[config.mk]
export PLATFORM = sky130hd
export DESIGN_NAME = bitonic_sort_stream
export DESIGN_NICKNAME = d
export VERILOG_FILES = /design/src/rtl/bitonic_pkg.sv /design/src/rtl/bitonic_cx_layer.sv /design/src/rtl/bitonic_sort_stream.sv
export SDC_FILE = /design/constraint.sdc
export NUM_CORES = 2
export LEC_CHECK = 0
export CAP_MARGIN = 30
export CELL_PAD_IN_SITES_DETAIL_PLACEMENT = 0
export CELL_PAD_IN_SITES_GLOBAL_PLACEMENT = 1
export CORE_MARGIN = 1.5
export CORE_UTILIZATION = 40
export DETAILED_ROUTE_END_ITERATION = 12
export MAX_ROUTING_LAYER = met4
export PLACE_DENSITY = 0.75
export SYNTH_ARGS = -nofsm -noshare
export SYNTH_HDL_FRONTEND = slang
export SYNTH_SLANG_ARGS = --single-unit
[constraint.sdc]
create_clock -name clk -period 3.75 [get_ports clk]
set_input_delay 0.75 -clock clk [delete_from_list [all_inputs] [get_ports clk]]
set_output_delay 0.75 -clock clk [all_outputs]
set_load 0.01 [all_outputs]
[src/rtl/bitonic_pkg.sv]
// rtl/bitonic_pkg.sv - stage count and (k, j) layer schedule for the bitonic sorter
package bitonic_pkg;

    typedef struct packed {
        logic [31:0] k;
        logic [31:0] j;
    } layer_jk_t;

    function automatic int stage_count(input int depth);
        int l;
        l = $clog2(depth);
        return l * (l + 1) / 2;
    endfunction

    // Walks the k/j schedule in network order and returns the pair for one layer.
    function automatic layer_jk_t layer_jk(input int layer, input int depth);
        layer_jk_t r;
        int idx;
        r = '0;
        idx = 0;
        for (int k = 2; k <= depth; k = k * 2) begin
            for (int j = k / 2; j >= 1; j = j / 2) begin
                if (idx == layer) begin
                    r.k = k;
                    r.j = j;
                end
                idx++;
            end
        end
        return r;
    endfunction

endpackage

[src/rtl/bitonic_cx_layer.sv]
// rtl/bitonic_cx_layer.sv - one registered compare-exchange layer of the bitonic network
module bitonic_cx_layer #(
    parameter int DEPTH = 8,
    parameter int KEY_W = 32,
    parameter int TAG_W = 4,
    parameter int K     = 2,
    parameter int J     = 1
) (
    input  logic                                   clk,
    input  logic                                   rst,
    input  logic                                   en,
    input  logic                                   in_valid,
    input  logic                                   in_desc,
    input  logic [DEPTH-1:0][KEY_W+TAG_W-1:0]      in_elem,
    output logic                                   out_valid,
    output logic                                   out_desc,
    output logic [DEPTH-1:0][KEY_W+TAG_W-1:0]      out_elem
);

    typedef struct packed {
        logic [KEY_W-1:0] key;
        logic [TAG_W-1:0] tag;
    } elem_t;

    elem_t [DEPTH-1:0] elem_q, elem_d;
    logic              valid_q, valid_d;
    logic              desc_q, desc_d;
    elem_t             lo, hi;
    logic              asc;

    always_comb begin
        valid_d = valid_q;
        desc_d  = desc_q;
        elem_d  = elem_q;
        lo      = '0;
        hi      = '0;
        asc     = 1'b0;
        if (en) begin
            valid_d = in_valid;
            desc_d  = in_desc;
            elem_d  = in_elem;
            // Each pair is visited once from its lower index; equal keys stay put.
            for (int i = 0; i < DEPTH; i++) begin
                if (i < (i ^ J)) begin
                    lo  = in_elem[i];
                    hi  = in_elem[i ^ J];
                    asc = ((i & K) == 0) ^ in_desc;
                    if (asc ? (lo.key > hi.key) : (lo.key < hi.key)) begin
                        elem_d[i]     = hi;
                        elem_d[i ^ J] = lo;
                    end
                end
            end
        end
    end

    always_ff @(posedge clk) begin
        if (rst) begin
            valid_q <= 1'b0;
            desc_q  <= 1'b0;
            elem_q  <= '0;
        end else begin
            valid_q <= valid_d;
            desc_q  <= desc_d;
            elem_q  <= elem_d;
        end
    end

    assign out_valid = valid_q;
    assign out_desc  = desc_q;
    assign out_elem  = elem_q;

endmodule

[src/rtl/bitonic_sort_stream.sv]
// rtl/bitonic_sort_stream.sv - pipelined bitonic sorter with tags, runtime direction and backpressure
module bitonic_sort_stream
    import bitonic_pkg::*;
#(
    parameter int  DEPTH  = 8,
    parameter int  KEY_W  = 32,
    parameter int  TAG_W  = 4,
    localparam int STAGES = stage_count(DEPTH),
    localparam int CNT_W  = $clog2(STAGES + 1)
) (
    input  logic             clk,
    input  logic             rst,
    input  logic             in_valid,
    output logic             in_ready,
    input  logic             in_desc,
    input  logic [KEY_W-1:0] in_key [DEPTH],
    input  logic [TAG_W-1:0] in_tag [DEPTH],
    output logic             out_valid,
    input  logic             out_ready,
    output logic             out_desc,
    output logic [KEY_W-1:0] out_key [DEPTH],
    output logic [TAG_W-1:0] out_tag [DEPTH],
    output logic [CNT_W-1:0] in_flight
);

    localparam int EW = KEY_W + TAG_W;

    typedef struct packed {
        logic [KEY_W-1:0] key;
        logic [TAG_W-1:0] tag;
    } elem_t;

    logic [DEPTH-1:0][EW-1:0] st_elem  [STAGES+1];
    logic                     st_valid [STAGES+1];
    logic                     st_desc  [STAGES+1];
    elem_t [DEPTH-1:0]        tail;
    logic                     en, accept, pop;
    logic [CNT_W-1:0]         in_flight_q, in_flight_d;

    // Global stall: every layer holds whenever the output slot is full and not taken.
    assign en       = !st_valid[STAGES] || out_ready;
    assign in_ready = en;
    assign accept   = in_valid && en;
    assign pop      = st_valid[STAGES] && out_ready;

    assign st_valid[0] = in_valid;
    assign st_desc[0]  = in_desc;

    for (genvar e = 0; e < DEPTH; e++) begin : g_pack
        assign st_elem[0][e] = {in_key[e], in_tag[e]};
    end

    for (genvar s = 0; s < STAGES; s++) begin : g_layer
        localparam layer_jk_t JK = layer_jk(s, DEPTH);
        bitonic_cx_layer #(
            .DEPTH (DEPTH),
            .KEY_W (KEY_W),
            .TAG_W (TAG_W),
            .K     (int'(JK.k)),
            .J     (int'(JK.j))
        ) u_layer (
            .clk       (clk),
            .rst       (rst),
            .en        (en),
            .in_valid  (st_valid[s]),
            .in_desc   (st_desc[s]),
            .in_elem   (st_elem[s]),
            .out_valid (st_valid[s+1]),
            .out_desc  (st_desc[s+1]),
            .out_elem  (st_elem[s+1])
        );
    end

    // Bubble contents never leak onto the output bus.
    always_comb begin
        tail      = st_elem[STAGES];
        out_valid = st_valid[STAGES];
        out_desc  = st_valid[STAGES] ? st_desc[STAGES] : 1'b0;
        for (int i = 0; i < DEPTH; i++) begin
            out_key[i] = st_valid[STAGES] ? tail[i].key : '0;
            out_tag[i] = st_valid[STAGES] ? tail[i].tag : '0;
        end
    end

    always_comb begin
        in_flight_d = in_flight_q;
        if (accept && !pop) begin
            in_flight_d = in_flight_q + CNT_W'(1);
        end else if (pop && !accept) begin
            in_flight_d = in_flight_q - CNT_W'(1);
        end
    end

    always_ff @(posedge clk) begin
        if (rst) begin
            in_flight_q <= '0;
        end else begin
            in_flight_q <= in_flight_d;
        end
    end

    assign in_flight = in_flight_q;

endmodule

# Word-level counts from Yosys, hierarchy flattened
# Index checks and enable logic that the tools add are counted.
classes:
  addsub: 2
  magnitude_cmp: 48
  n_mux: 79
  n_reduce_logical: 9
ops:
  columns: ["op", "count"]
  rows:
  - ["$mux W36", 24]
  - ["$mux W72", 12]
  - ["$gt A32 B32 Y1", 24]
  - ["$lt A32 B32 Y1", 24]
  - ["$mux W32", 8]
  - ["$mux W4", 8]
  - ["$mux W1", 25]
  - ["$mux W3", 2]
  - ["$logic_and A1 B1 Y1", 4]
  - ["$add A3 B1 Y3 const B", 1]
  - ["$logic_not A1 Y1", 3]
  - ["$sub A3 B1 Y3 const B", 1]
  - ["$reduce_bool A2 Y1", 1]
  - ["$logic_or A1 B1 Y1", 1]
totals:
  reg_bits: 1743
  inputBits: 293
  out_inout_bits: 294
  wordCells: 247

# Longest topological paths before layout
logic_depth:
  word_depth: 7
  mapped_depth: 12
  mapped_depth_nobuf: 9

# By module
# A second synthesis with hierarchy kept.
unflattened:
  cells_unflattened: 13290
  hier_area_um2: 110110.6
modules_own_cells:
  columns: ["mod", "instances", "cells_each", "area_each_um2", "seq_area_each_um2"]
  rows:
  - ["bitonic_cx_layer (g_layer[2].u_layer)", 1, 2139, 18067.3, 5805.6]
  - ["bitonic_cx_layer (g_layer[3].u_layer)", 1, 2146, 18044.8, 5805.6]
  - ["bitonic_cx_layer (g_layer[4].u_layer)", 1, 2174, 18006.0, 5805.6]
  - ["bitonic_cx_layer (g_layer[0].u_layer)", 1, 2142, 17998.5, 5805.6]
  - ["bitonic_cx_layer (g_layer[5].u_layer)", 1, 2175, 17956.0, 5805.6]
  - ["bitonic_cx_layer (g_layer[1].u_layer)", 1, 2175, 17909.7, 5805.6]
  - ["bitonic_sort_stream", 1, 339, 2128.3, 60.1]

# Worst setup path before layout
# No wires, ideal clock.
synth_path:
  path_kind: "in2reg"
  from: "input port in_key[14] (netlist bit)"
  to: "register g_layer[0].u_layer.elem_q (netlist bit g_layer[0].u_layer.out_elem[216])"
  setup_ns: 0.103
  arrival_time_ns: 2.903
  required_ns: 3.647
  setup_slack_ns: 0.743
  path_stages: 11
  path_buffers: 2
  path_cell_list: "inv_1 ha_1 nand4_1 or4_1 a21o_1 a31oi_4 o21ai_4 and2_4 buf_12 buf_12 a2111oi_2"
synth_via:
  elab_chain_len: 3
  word_cells_on_any_way: 4
  classes_between: "order compare (2); mux (2)"
synth_lines:
  columns: ["element", "line", "text"]
  rows:
  - ["start: declaration", "bitonic_sort_stream.sv:16", "input logic [KEY_W-1:0] in_key [DEPTH],"]
  - ["$lt A32 B32 Y1 or $gt A32 B32 Y1 (tied branches)", "bitonic_cx_layer.sv:48", "if (asc ? (lo.key > hi.key) : (lo.key < hi.key)) begin"]
  - ["$mux W1 *", "bitonic_cx_layer.sv:48", null]
  - ["$mux W72 *", "bitonic_cx_layer.sv:48", null]
  - ["end signal: assignment", "bitonic_cx_layer.sv:65", "elem_q <= elem_d;"]
  - ["end: declaration", "bitonic_cx_layer.sv:25", "elem_t [DEPTH-1:0] elem_q, elem_d;"]
# Every way passes the cells marked *; elsewhere a longest branch is shown, timed or not.
# A chain may end at the register's enable or synchronous reset.

# Final worst setup path
layout_path:
  from: "register g_layer[3].u_layer.elem_q (netlist bit g_layer[3].u_layer.out_elem[91])"
  to: "register g_layer[4].u_layer.elem_q (netlist bit g_layer[4].u_layer.out_elem[25])"
layout_via:
  elab_chain_len: 3
  word_cells_on_any_way: 4
  classes_between: "order compare (2); mux (2)"
layout_lines:
  columns: ["element", "line"]
  rows:
  - ["start: declaration", "bitonic_cx_layer.sv:25"]
  - ["start signal: assignment", "bitonic_cx_layer.sv:65"]
  - ["$gt A32 B32 Y1 or $lt A32 B32 Y1 (tied branches)", "bitonic_cx_layer.sv:48"]
  - ["$mux W1 *", "bitonic_cx_layer.sv:48"]
  - ["$mux W36 *", "bitonic_cx_layer.sv:48"]
  - ["end signal: assignment", "bitonic_cx_layer.sv:65"]
  - ["end: declaration", "bitonic_cx_layer.sv:25"]
# Marks and branches as above.

==> summary.txt <==
Logic synthesis
  – Register area share after synthesis: 31.1%
  – Yosys top cell area share: 31.1%
  – Mapped Nets: 13,900
  – Synth Warn #: 0
  – Mapped Area: 112,000 um^2
  – Asr flop ratio synth: 0%
  – EDFF count, synth: 0
  – Ys flop type: dfxtp_1
  – Synth unique cells: 51
  – Syn avg cell area: 8.72 um^2
  – Cells after Synth: 12,900
  – Synth Register Bits: 1,743
  – Post-synthesis cell type with the largest combined area: dfxtp_1
  – Synth area leaders: dfxtp_1 31%, a2111oi_2 19%, nor2_1 9.8%, a21boi_0 9.6%, ha_1 8.6%

CTS
  – Clock Latency Late Sink: 0.93 ns
  – Post-CTS Hold Fix Bufs: 0
  – Clk Tree Root Cell: clkbuf_16
  – CTS tree: done
  – Num Clock Sinks: 1,743
  – H-tree depth: 4
  – CTS Buf Count: 212
  – Max Root-Sink Buffers: 4
  – Clk pin slew, worst setup/hold paths: 0.06 ns

Finish
  – Design Area, Final: 134,000 um^2
  – NumNets Final: 14,600
  – Fillers: 26,900
  – Util after Layout: 47.9%
  – Commonest non-fill, non-tap cells in the layout: 2,913 x nor2_1, 1,733 x dfxtp_1, 1,435 x a21boi_0
  – Share of post-route cells with drive strength above 1: 20.8%
  – Area Overhead vs Synth: 19.1%
  – Most common cell after layout, fill and taps aside: nor2_1

Drt
  – Via density: 6.07
  – Detailed Routing Iterations Pass 1: 8
  – WL final: 528,000 um
  – Antenna viol nets, final: 0
  – DR WL/cell: 30.2 um
  – First DRT Iteration DRCs: 11,100
  – Routed via count: 106,000
  – DRC: 0

GRT
  – Largest net degree at the start of global routing: 171
  – First-pass GRT wire length: 754,000 um
  – Vias in the first global route: 101,000
  – Initial antenna violation count: 39
  – Gr usage total: 37.1%
  – Grt ovf: 0

Hold path
  – Hold Path Class: in -> reg

Place
  – Placed wire-length estimate: 417,000 um
  – Port Buf Inserts: 586
  – Final RePlAce weighted congestion: 1.17
  – Placed inst area: 127,000 um^2
  – Worst slack, placed: -0.232 ns

Worst setup path
  – Crit. End Element: flop
  – Slowest stage delay, CP: 0.74 ns
  – Critical Path, Cell by Cell: buf_4 -> inv_1 -> ha_1 -> nand4_1 -> or4_4 -> o31a_1 -> o21ai_4 -> buf_4 -> buf_6 -> a21boi_0 -> a2111oi_2
  – Most frequent CP cell: buf_4
  – CP Launch Type: flop
  – Crit Path Max Fanout: 19
  – WP buf/inv: 4
  – Crit path kind: reg -> reg
  – Worst path slowest cell: or4_4
  – Worst EP arrival: 4.55 ns
  – Crit path required time: 4.54 ns
  – CP delay by family, top: simple AND/OR/NAND/NOR gates

STA
  – Worst-margin pin slew: 1.11 ns
  – PnR worst setup slack: -0.00826 ns
  – Peak Freq: 266 MHz
  – Hold Worst Slack: 0.439 ns
  – Final slew viol count: 0
  – Unrepaired setup endpoints after global routing: false
  – Skew final: 0.0701 ns
  – Tmin final: 3.76 ns
  – Slew HR: 25.9%
  – Hold Violations, Final: 0
  – Setup violators final: 2
  – Final period util: 100%

Power
  – Power, Total: 110 mW
  – Max IR drop VDD: 0.753 mV
  – Power density over the cells: 821 nW/um^2
  – Pleak: 52.2 nW

Flow run
  – Max capacitance violation total: 0

Floorplan
  – Std cell rows: 194
  – Die X: 533 um
  – Initial Util: 40.2%
  – I/O pins: 587
  – Core area: 279,000 um^2
  – Die area: 284,000 um^2
  – Die H: 533 um

Outcome
  – Violated checks: negative setup slack
  – Status: complete, but fails checks
-- where the power goes --
group / switching [mW] / internal, mW / total (mW) / leakage, nW
Combinational: 35.9 / 22.4 / 58.4 / 34.4
Clock: 8.81 / 12.4 / 21.2 / 3.39
Sequential: 6.27 / 23.9 / 30.2 / 14.4
Total: 51.0 / 58.8 / 110 / 52.2
-- metrics by stage --
step | instances | TNS, ns
5_1_grt | 17500 | 0
2_1_floorplan | 12900 | 0
3_5_place_dp | 17100 | -15.74
4_1_cts | 17400 | 0
6_report | 17500 | -0.0155
3_3_place_gp | 17100 | -12.87
-- cell usage after synthesis (178+ instances only) --
cell	n
a21oi_1	391
a2111oi_2	1406
a21boi_0	1435
inv_1	821
clkbuf_1	762
nand2_1	693
dfxtp_1	1743
o211ai_1	261
ha_1	768
buf_2	178
and2_1	317
nor2_1	2915
nand4_1	366
-- sequential cells by signal, indices dropped and copies added, names as in the netlist --
| signal | cells |
|---|---|
| g_layer.u_layer.out_valid | 6 |
| in_flight | 3 |
| g_layer.u_layer.out_elem | 1728 |
| g_layer.u_layer.out_desc | 6 |
-- final cells by class --
class                           instances  area [um^2]  area share [%]
Antenna cell                           40          100          0.0749
Tap cell                             3724         4660            3.49
Clock buffer                          303         6050            4.52
Inverter                              822         3090            2.31
Sequential cell                      1743        34900            26.1
Timing Repair Buffer                 1625        15800            11.9
Multi-Input combinational cell       9157        68200            51.0
Clock inverter                         60          833           0.624
-- metal layers --
metal | vias up | GRT usage [%] | part of all wire (%)
li1 | 47800 | - | -
met4 | 0 | 25.6 | 8.2
met1 | 52400 | 47.2 | 42
met2 | 4671 | 52.8 | 42
met5 | - | - | 0
met3 | 1098 | 7.07 | 7.7
-- final timing paths --
path,slack (ns),startpoint,endpoint,cells after the start
max,-0.008,g_layer[3].u_layer.out_elem[91]$_SDFFE_PP0N_,g_layer[4].u_layer.out_elem[25]$_SDFFE_PP0N_,11
max reg2reg,-0.008,g_layer[3].u_layer.out_elem[91]$_SDFFE_PP0N_,g_layer[4].u_layer.out_elem[25]$_SDFFE_PP0N_,11
min reg2reg,0.45,g_layer[0].u_layer.out_valid$_SDFFE_PP0N_,g_layer[0].u_layer.out_valid$_SDFFE_PP0N_,2
min,0.44,rst,g_layer[1].u_layer.out_elem[66]$_SDFFE_PP0N_,2
-- timing repair --
action | in CTS | in global routing
setup endpoints to repair | 23 | 196
resized for setup | 3 | 19
pin swaps | 0 | 3
buffers inserted | 0 | 2
-- logic make-up after synthesis --
| group | after synthesis | share of synthesized area [%] |
|---|---|---|
| compound gates | 3853 | 34.5 |
| xor+xnor | 2 | 0.0156 |
| fa+ha+maj | 769 | 8.58 |
| buf+inv | 1962 | 8.38 |
| flops | 1743 | 31.1 |
| mux | 73 | 0.651 |
| simple gates | 4460 | 16.8 |
(Power assumes the default switching activity.)
